### src/rtl/implication_queue.sv
// rtl/implication_queue.sv - implication FIFO with duplicate drop and conflict detection
// Buffers forced variable/value pairs from the unit-clause evaluators toward the trail logic.
module implication_queue #(
    parameter int NUM_VARIABLE   = 128,
    parameter int VARIABLE_INDEX = 6,
    parameter int DEPTH          = 16
) (
    input  logic                      clock,
    input  logic                      reset_n,
    input  logic                      flush,
    input  logic                      in_valid,
    input  logic                      unit_clause,
    input  logic [VARIABLE_INDEX:0]   in_var,
    input  logic                      in_val,
    output logic                      in_ready,
    output logic                      out_valid,
    input  logic                      out_ready,
    output logic [VARIABLE_INDEX:0]   out_var,
    output logic                      out_val,
    output logic                      conflict,
    output logic [VARIABLE_INDEX:0]   conflict_var,
    output logic [$clog2(DEPTH):0]    count
);

    localparam int PTR_W = $clog2(DEPTH);
    localparam int VAR_W = VARIABLE_INDEX + 1;
    localparam int ENT_W = VAR_W + 1;

    typedef enum logic {
        ST_RUN      = 1'b0,
        ST_CONFLICT = 1'b1
    } state_t;

    state_t                  state_q, state_d;
    logic [PTR_W-1:0]        wr_ptr_q, wr_ptr_d;
    logic [PTR_W-1:0]        rd_ptr_q, rd_ptr_d;
    logic [PTR_W:0]          count_q, count_d;
    logic [NUM_VARIABLE-1:0] pending_q, pending_d;
    logic [NUM_VARIABLE-1:0] pval_q, pval_d;
    logic [VAR_W-1:0]        conflict_var_q, conflict_var_d;
    logic [ENT_W-1:0]        mem_q [DEPTH];

    logic             run;
    logic             full;
    logic [ENT_W-1:0] head;
    logic [VAR_W-1:0] head_var;
    logic             accept;
    logic             hit;
    logic             push_en;
    logic             pop_en;
    logic             conflict_ev;

    assign run       = (state_q == ST_RUN);
    assign full      = (count_q == (PTR_W+1)'(DEPTH));
    assign head      = mem_q[rd_ptr_q];
    assign head_var  = head[ENT_W-1:1];

    assign in_ready  = run & ~full;
    assign out_valid = run & (count_q != '0);
    // Storage is not reset, so the head is masked whenever nothing valid is held.
    assign out_var   = out_valid ? head_var : '0;
    assign out_val   = out_valid & head[0];

    assign conflict     = (state_q == ST_CONFLICT);
    assign conflict_var = conflict_var_q;
    assign count        = count_q;

    // Pending lookup uses pre-edge state, so a same-cycle pop of in_var still reads as pending.
    assign accept      = in_valid & unit_clause & in_ready;
    assign hit         = pending_q[in_var];
    assign push_en     = accept & ~hit & ~flush;
    assign conflict_ev = accept & hit & (pval_q[in_var] != in_val);
    assign pop_en      = out_valid & out_ready;

    always_comb begin
        state_d        = state_q;
        wr_ptr_d       = wr_ptr_q;
        rd_ptr_d       = rd_ptr_q;
        count_d        = count_q;
        pending_d      = pending_q;
        pval_d         = pval_q;
        conflict_var_d = conflict_var_q;

        if (pop_en) begin
            rd_ptr_d            = rd_ptr_q + PTR_W'(1);
            pending_d[head_var] = 1'b0;
        end

        if (push_en) begin
            wr_ptr_d          = wr_ptr_q + PTR_W'(1);
            pending_d[in_var] = 1'b1;
            pval_d[in_var]    = in_val;
        end

        case ({push_en, pop_en})
            2'b10:   count_d = count_q + (PTR_W+1)'(1);
            2'b01:   count_d = count_q - (PTR_W+1)'(1);
            default: count_d = count_q;
        endcase

        if (conflict_ev) begin
            state_d        = ST_CONFLICT;
            conflict_var_d = in_var;
        end

        if (flush) begin
            state_d        = ST_RUN;
            wr_ptr_d       = '0;
            rd_ptr_d       = '0;
            count_d        = '0;
            pending_d      = '0;
            pval_d         = '0;
            conflict_var_d = '0;
        end
    end

    always_ff @(posedge clock) begin
        if (!reset_n) begin
            state_q        <= ST_RUN;
            wr_ptr_q       <= '0;
            rd_ptr_q       <= '0;
            count_q        <= '0;
            pending_q      <= '0;
            pval_q         <= '0;
            conflict_var_q <= '0;
        end else begin
            state_q        <= state_d;
            wr_ptr_q       <= wr_ptr_d;
            rd_ptr_q       <= rd_ptr_d;
            count_q        <= count_d;
            pending_q      <= pending_d;
            pval_q         <= pval_d;
            conflict_var_q <= conflict_var_d;
        end
    end

    always_ff @(posedge clock) begin
        if (reset_n && push_en) begin
            mem_q[wr_ptr_q] <= {in_var, in_val};
        end
    end

endmodule

### config.mk
export PLATFORM = sky130hd
export DESIGN_NAME = implication_queue
export DESIGN_NICKNAME = d
export VERILOG_FILES = /design/src/rtl/implication_queue.sv
export SDC_FILE = /design/constraint.sdc
export NUM_CORES = 1
export LEC_CHECK = 0
export ABC_AREA = 1
export ABC_CLOCK_PERIOD_IN_PS = 3800
export CORE_UTILIZATION = 45
export CTS_CLUSTER_DIAMETER = 30
export DETAILED_ROUTE_END_ITERATION = 10
export PLACE_DENSITY = 0.6
export SLEW_MARGIN = 20
export SYNTH_ARGS = -nofsm -noshare
export SYNTH_HDL_FRONTEND = slang
export SYNTH_SLANG_ARGS = --single-unit
export TNS_END_PERCENT = 20
### constraint.sdc
create_clock -name clock -period 3.8 [get_ports clock]
set_clock_uncertainty 0.15 [all_clocks]
set_input_delay 0.38 -clock clock [delete_from_list [all_inputs] [get_ports clock]]
set_output_delay 0.38 -clock clock [all_outputs]
set_load 0.01 [all_outputs]
* Word-level counts from Yosys, hierarchy flattened *
Memories as Yosys holds them, arrays and structs flattened. A register that Yosys moved wholly into a read port is not among the register bits.
Cells that the tools add are included.

operators by class
  add/subtract/negate cells = 4
  $mul = 0
  divide/modulo/power cells = 0
  order comparisons = 4
  eq/ne operators = 4
  shifts and indexed selects = 0
  muxes and demuxes = 17
  bitwise logic cells = 18
  reductions and logical operators = 6

operator list
  cell                   count
  $mux W128              2
  $and A128 B128 Y128    1
  $bwmux W128            1
  $not A128 Y128         1
  $or A128 B128 Y128     1
  $lt A7 B8 Y1 const B   2
  $bmux W1 S7            2
  $demux W1 S7           2
  $ge A7 B1 Y1 const B   2
  $and A1 B1 Y1          10
  $pmux W5 S2            1
  $add A4 B1 Y4 const B  2
  $mux W4                2
  $mux W7                1
  $mux W1                6
  $add A5 B1 Y5 const B  1
  $eq A5 B5 Y1 const B   1
  $not A1 Y1             5
  $reduce_bool A5 Y1     1
  $sub A5 B1 Y5 const B  1
  $logic_and A1 B1 Y1    3
  $eq A2 B1 Y1 const B   1
  $eq A2 B2 Y1 const B   1
  $reduce_bool A2 Y1     1
  2 further kinds        2

word-level totals
  flip-flop bits (word level) = 277
  bits in latches = 0
  RAM bits = 128
  bits in read-only memories = 0
  input port bits = 14
  output and inout bits = 23
  word-level logic and storage cells = 61
  memories kept = 1

memory list
  memory  words  width  rd ports  clocked after Yosys merged registers in  write ports  line  text
  mem_q   16     8      1         1                                        1            41    logic [ENT_W-1:0] mem_q [DEPTH];

* Longest topological paths before layout *
Gate-level depths: netlist of the first run.

  depth after elaboration = 9
  gate-level depth with buffers = 27
  gate-level depth less buffers = 24

* Least setup slack after synthesis of the first run *
No wires, ideal clock.

  kind = in2reg
  start point = input in_var[0]
  end point = memory mem_q[11][0] (netlist bit), enable pin
  library setup time = 383 ps
  data arrival time = 2623 ps
  setup slack = 644 ps
  stages = 15
  path buffers = 4
  cells stage by stage = buf_6 buf_6 buf_6 o211ai_1 nand2_1 o21ai_1 nand2_1 nor2_1 nor2_2 nor2_4 nand3_4 buf_6 inv_2 nand3_1 nor3_1

on the way
  cells in the longest elaborated chain, start to end = 8

ends and longest elaborated chain
  element                        line  text
  start, declared                13    input logic [VARIABLE_INDEX:0] in_var,
  $bmux W1 S7                    70    assign hit = pending_q[in_var];
  $mux W1 (implied by the code)  70
  $not A1 Y1                     71    assign push_en = accept & ~hit & ~flush;
  $and A1 B1 Y1 (2 in a row)     71
  $logic_and A1 B1 Y1            138   if (reset_n && push_en) begin
  $mux W1                        138
  $mux W1 (implied by the code)  139   mem_q[wr_ptr_q] <= {in_var, in_val};
  end, declared                  41

No other way between the ends. The select of a mux whose other input is x is not followed.

==> metrics, run 1 <==
status finished, final reports clean; CP max FO 21; Main synth FF type dfxtp_1; # IOs 37; Commonest cells post-synth nand2_1 (445), a21oi_1 (310), o21ai_0 (289), dfxtp_1 (281), inv_1 (251); unique cell type count in the Yosys netlist 40; Final Util 0.5884; H-tree depth 3; Total Power 13.38 mW; initial antenna violation count 0; fmax 0.2784 GHz; layout cells sized above 1 0.1289; required time of the critical path 3.27 ns; synthesized area 0.01803 mm²; Max VDD drop 0.0003567 V; hold_sp in_val; Worst Tran Pin Value 0.7205 ns; Max-slew headroom 0.5179; PortBufs 36; leak pwr 8.218 nW; syn avg cell area 8.164 µm²; Vias per Instance 5.593; Initial DRC Count 1,750; worst hold endpoint mem_q[0][0]; Setup TNS 0 ns; Initial Utilization 0.4611; total CTS buffers 91; CTS Buffer Depth 3; RePlAce Congestion 0.9882; Worst-path clk slew 0.05 ns; min-delay worst type in2reg; Seq/Total Area, Yosys 0.5253; r2r endpoint pending_q[20]; Design Area, Final 0.02300 mm²; Die Wd 202.1 µm; Reg2Reg Setup Slack 0.63 ns; # setup viols final 0; R2R cell count 10; Seq cells post-synth 409; pins over their slew limit 0; hold path depth 1; diodes inserted 0; Post-synth EDFFs 128; fillcell total 3,482; Period minus WS final 3.593 ns; top cell type's share of synthesized area 0.3121; GRT Util Overall 0.3021; count leader, synth nand2_1; CTS tree done; clock latency on the worst-skew pair 0.62 ns; row count 72; synthesized net count 2,230; pin count of the biggest net entering global routing 142; worst path cell trace buf_4, mux2i_1, o211ai_1, nand3_1, nand2_1, inv_1, nor2_1, clkdlybuf4s50_1; CP max stage cell dfxtp_4; final worst-path cycle share 0.9454; Resize count post-CTS 0; first-pass GRT wire length 93.70 mm; max-cap violations 0; die area 0.04086 mm²; Async SR Flop Fraction 0; RSZ-0062 raised after global routing no; clk sink count 409; synth-to-layout area growth 27.62%; die height 202.1 µm; grt ovf 0; Post-layout nets 2,382; Synth Instances 2,208; delay-heaviest family, CP buffers and inverters; clk root buf clkbuf_16; vias in the first global route 15,970; CP Capture Type output port; routed length per instance 20.85 µm; Critical Path AT 3.06 ns; DRT antenna net count 0; Total Wirelength 61.60 mm; DRC violations left 0; placed wire-length estimate 40.53 mm; CP startpoint kind register; Area after DPL 0.01973 mm²; Final Hold Fails 0; Power Density 581.6 mW/mm²; vias 16,520; core area 0.03910 mm²; Sequential Area 0.009473 mm²; crit path kind reg2out; Multi-input gate area 0.007061 mm²; Critical path buffers and inverters 3; synth top area cells dfxtp_1 (31%), edfxtp_1 (21%), nand2_1 (9.3%); leading area contributor after synthesis dfxtp_1; Yosys Warn Count 0; drt pass-1 iters 8; Critical Path Max Stage Delay 0.58 ns
per-stage QoR:
stage	setup slack (ns)	std cells	hold slack, ns
final	0.2074	2954	0.1140
after CTS	0.05139	2953	0.09415
after detailed placement	-0.05101	2784	0.2866
after global routing	0.07147	2954	0.1081
after floorplan	0.6437	2208	0.2733
after global placement	0.02469	2784	0.2836
worst max path at each step:
| stage | startpoint | cells after the start | slack (ns) | to |
|---|---|---|---|---|
| floorplan | in_var[0] | 15 | 0.64 | mem_q[11][0] |
| global placement | in_var[1] | 24 | 0.02 | count[4] |
| detailed placement | in_var[1] | 24 | -0.05 | count[4] |
| CTS | register | 8 | 0.05 | out_var[1] |
| global route | register | 8 | 0.07 | out_var[0] |
| finish | register | 8 | 0.21 | out_var[1] |
layout by cell type, fill, tap and decap left out, types with 36 or more instances in the layout:
master	netlist	final
clkbuf_16	0	92
o22ai_1	36	36
buf_4	13	114
dfxtp_1	281	280
o21ai_0	289	289
nor2_1	109	108
inv_1	251	251
a21oi_1	310	310
o211ai_1	37	37
edfxtp_1	128	128
nand3_1	52	52
nand2_1	445	445
flip-flops by register name, indices dropped and copies added, names as in the netlist, named ones only:
signal and flops:
conflict 1, wr_ptr_q 4, conflict_var 7, count 5, mem_q 128, pending_q 128, rd_ptr_q 4, pval_q 128
power by group:
group | switching, mW | leakage, nW | internal [mW]
combinational | 0.459 | 3.25 | 0.196
clock | 2.54 | 1.56 | 5.65
sequential | 0.0113 | 3.41 | 4.52
kinds of logic after synthesis:
family,share of synthesized area
AO/OA/AOI/OAI,0.2172
AND/OR/NAND/NOR,0.1478
flip-flops,0.5253
buffers and inverters,0.08343
multiplexers,0.01777
adder cells (fa/ha/maj),0.005553
XOR/XNOR,0.002915
layout make-up:
type	count	share of cell area
sequential	409	0.4118
tap	518	0.02817
multi-input combinational	1431	0.3069
clock buffer	118	0.1082
timing repair buffer	168	0.06973
clock inverter	51	0.03280
inverter	259	0.04237
per-layer routing:
metal / global-route usage / routed length (µm) / part of all wire
met4: 0.1590 / 3112 / 0.051
met1: 0.3887 / 25540 / 0.41
met3: 0.04998 / 4430 / 0.072
met2: 0.4882 / 28520 / 0.46
met5: 0 / 0 / 0
worst reg2reg max path, cell delays in order (launching register included):
cell      delay [ns]
dfxtp_1         0.32
buf_4           0.37
a21oi_1         0.09
o21ai_0         0.10
o21ai_0         0.18
o211ai_1        0.32
nand2_1         0.20
nor2_1          0.53
nand2_1         0.40
o21ai_0         0.30
a21oi_1         0.09
repair_timing:
| item | 4_1_cts | 5_1_grt |
|---|---|---|
| setup endpoints to repair | 0 | 4 |
| hold buffers | 0 | 0 |
| setup buffers | 0 | 1 |
Power figures use the tool's default switching activity.
==> run 2, diff against run 1 <==
- CORE_MARGIN: not set -> 2
- CORE_UTILIZATION: 45 -> 28
- PLACE_DENSITY: 0.6 -> 0.41
==> metrics, run 2 (same netlist as run 1, synthesis figures left out) <==
status finished, final reports clean; CTS Buffer Depth 3; max-cap violations 0; placed wire-length estimate 46.58 mm; RePlAce Congestion 0.8658; H-tree depth 3; Initial DRC Count 1,372; pin count of the biggest net entering global routing 142; first-pass GRT wire length 104.3 mm; core area 0.06400 mm²; Die Wd 257.7 µm; # IOs 37; clk sink count 409; worst path cell trace buf_8, buf_4, a21oi_1, o21ai_0, o211ai_1, nand3_1, nand2_1, inv_1, nor2_2, clkdlybuf4s50_1; grt ovf 0; Max-slew headroom 0.5277; Final Hold Fails 0; Max VDD drop 0.0003279 V; Critical path buffers and inverters 4; pins over their slew limit 0; CP max stage cell clkdlybuf4s50_1; # setup viols final 0; delay-heaviest family, CP buffers and inverters; GRT Util Overall 0.2099; initial antenna violation count 0; row count 93; routed length per instance 21.23 µm; layout cells sized above 1 0.1508; Initial Utilization 0.2817; leak pwr 8.494 nW; diodes inserted 0; drt pass-1 iters 5; min-delay worst type in2reg; DRT antenna net count 0; Total Wirelength 70.82 mm; clk root buf clkbuf_16; Worst-path clk slew 0.05 ns; vias in the first global route 16,280; Worst Tran Pin Value 0.7084 ns; fmax 0.2765 GHz; DRC violations left 0; final worst-path cycle share 0.9519; clock latency on the worst-skew pair 0.66 ns; WHS 0.1028 ns; most common cell after layout, fill and taps aside nand2_1; most frequent cells in the layout nand2_1 (445), a21oi_1 (310), o21ai_0 (289); Final Util 0.3744; crit path kind reg2out; number of hold buffers added after CTS 0; Power Density 578.8 mW/mm²; CP max FO 14; die area 0.06642 mm²; synth-to-layout area growth 32.92%; CP Capture Type output port; Period minus WS final 3.617 ns; Critical Path Max Stage Delay 0.58 ns; CP startpoint kind register; Setup TNS 0 ns; PortBufs 36; die height 257.7 µm; RSZ-0062 raised after global routing no; vias 16,420; required time of the critical path 3.27 ns; CTS tree done; total CTS buffers 100; top flop regs mem_q x128, pending_q x128, pval_q x128; Critical Path AT 3.09 ns; Post-layout nets 2,419; Vias per Instance 4.923
run 2: cell count changes in the layout (fill, tap and decap cells not counted), moves of 3 or more:
| cell | delta |
|---|---|
| buf_12 | +7 |
| buf_4 | +20 |
| bufinv_16 | -5 |
| clkbuf_1 | -10 |
| clkbuf_16 | +9 |
| clkinv_16 | +3 |
| clkinv_2 | +9 |
| clkinvlp_4 | +8 |
| inv_16 | -3 |
run 2: layout make-up:
| cell class | count | area [µm²] |
|---|---|---|
| tap | 855 | 1070 |
| inverter | 259 | 978.4 |
| sequential | 409 | 9474 |
| fill | 6598 | 40040 |
| multi-input combinational | 1431 | 7066 |
| clock inverter | 66 | 783.3 |
| clock buffer | 119 | 2705 |
| timing repair buffer | 195 | 1877 |
| timing repair inverter | 1 | 7.507 |
run 2: routing by layer:
metal,wire [µm],vias to the layer above,GRT usage,share of wire
met4,1877,0,0.06936,0.027
li1,-,7873,-,-
met2,31480,474,0.3303,0.44
met3,4046,123,0.03779,0.057
met5,0,-,0,0
met1,33410,7947,0.2908,0.47
run 2: report_power, final:
part | total, mW | switching, mW | internal, mW | leakage (nW)
combinational | 0.722 | 0.505 | 0.217 | 3.41
clock | 8.61 | 2.84 | 5.77 | 1.67
sequential | 4.53 | 0.0114 | 4.52 | 3.41
run 2: through the flow:
step                      total power, mW  worst slack [ns]  cells  area, µm²
after global placement              5.330          -0.05836   3146      20400
after detailed placement            5.325          -0.07938   3146      20400
after CTS                           13.98           0.03552   3332      23910
after global routing                14.28           0.05512   3335      23960
final                               13.87            0.1828   3335      23960
after floorplan                     4.946            0.6437   2208      18030
run 2: timing repair:
item	in CTS	in global routing
gates cloned	0	1
setup buffers	1	2
gates resized for setup	0	5
pin swaps	0	0
setup endpoints to repair	4	4
run 2: path summary, 6_finish.rpt:
| check | from | to | slack, ns | depth (start not counted) |
|---|---|---|---|---|
| max reg2reg | register | pending_q[70] | 0.61 | 12 |
| max | register | out_var[6] | 0.18 | 10 |
| min reg2reg | pval_q[52] | pval_q[52] | 0.29 | 2 |
| min | in_var[1] | mem_q[1][2] | 0.10 | 2 |
run 2: worst register-to-register path: cells and delay by family (launching register included):
kind | cells | cell delay (ns)
flops | 1 | 0.44
buf+inv | 3 | 0.45
compound gates | 5 | 0.81
simple gates | 4 | 1.18
==> run 3, diff against run 2 <==
- ABC_CLOCK_PERIOD_IN_PS: 3800 -> not set
==> results of run 3 <==
Same layout as run 2: the final DEF is identical, and so are final timing and power.
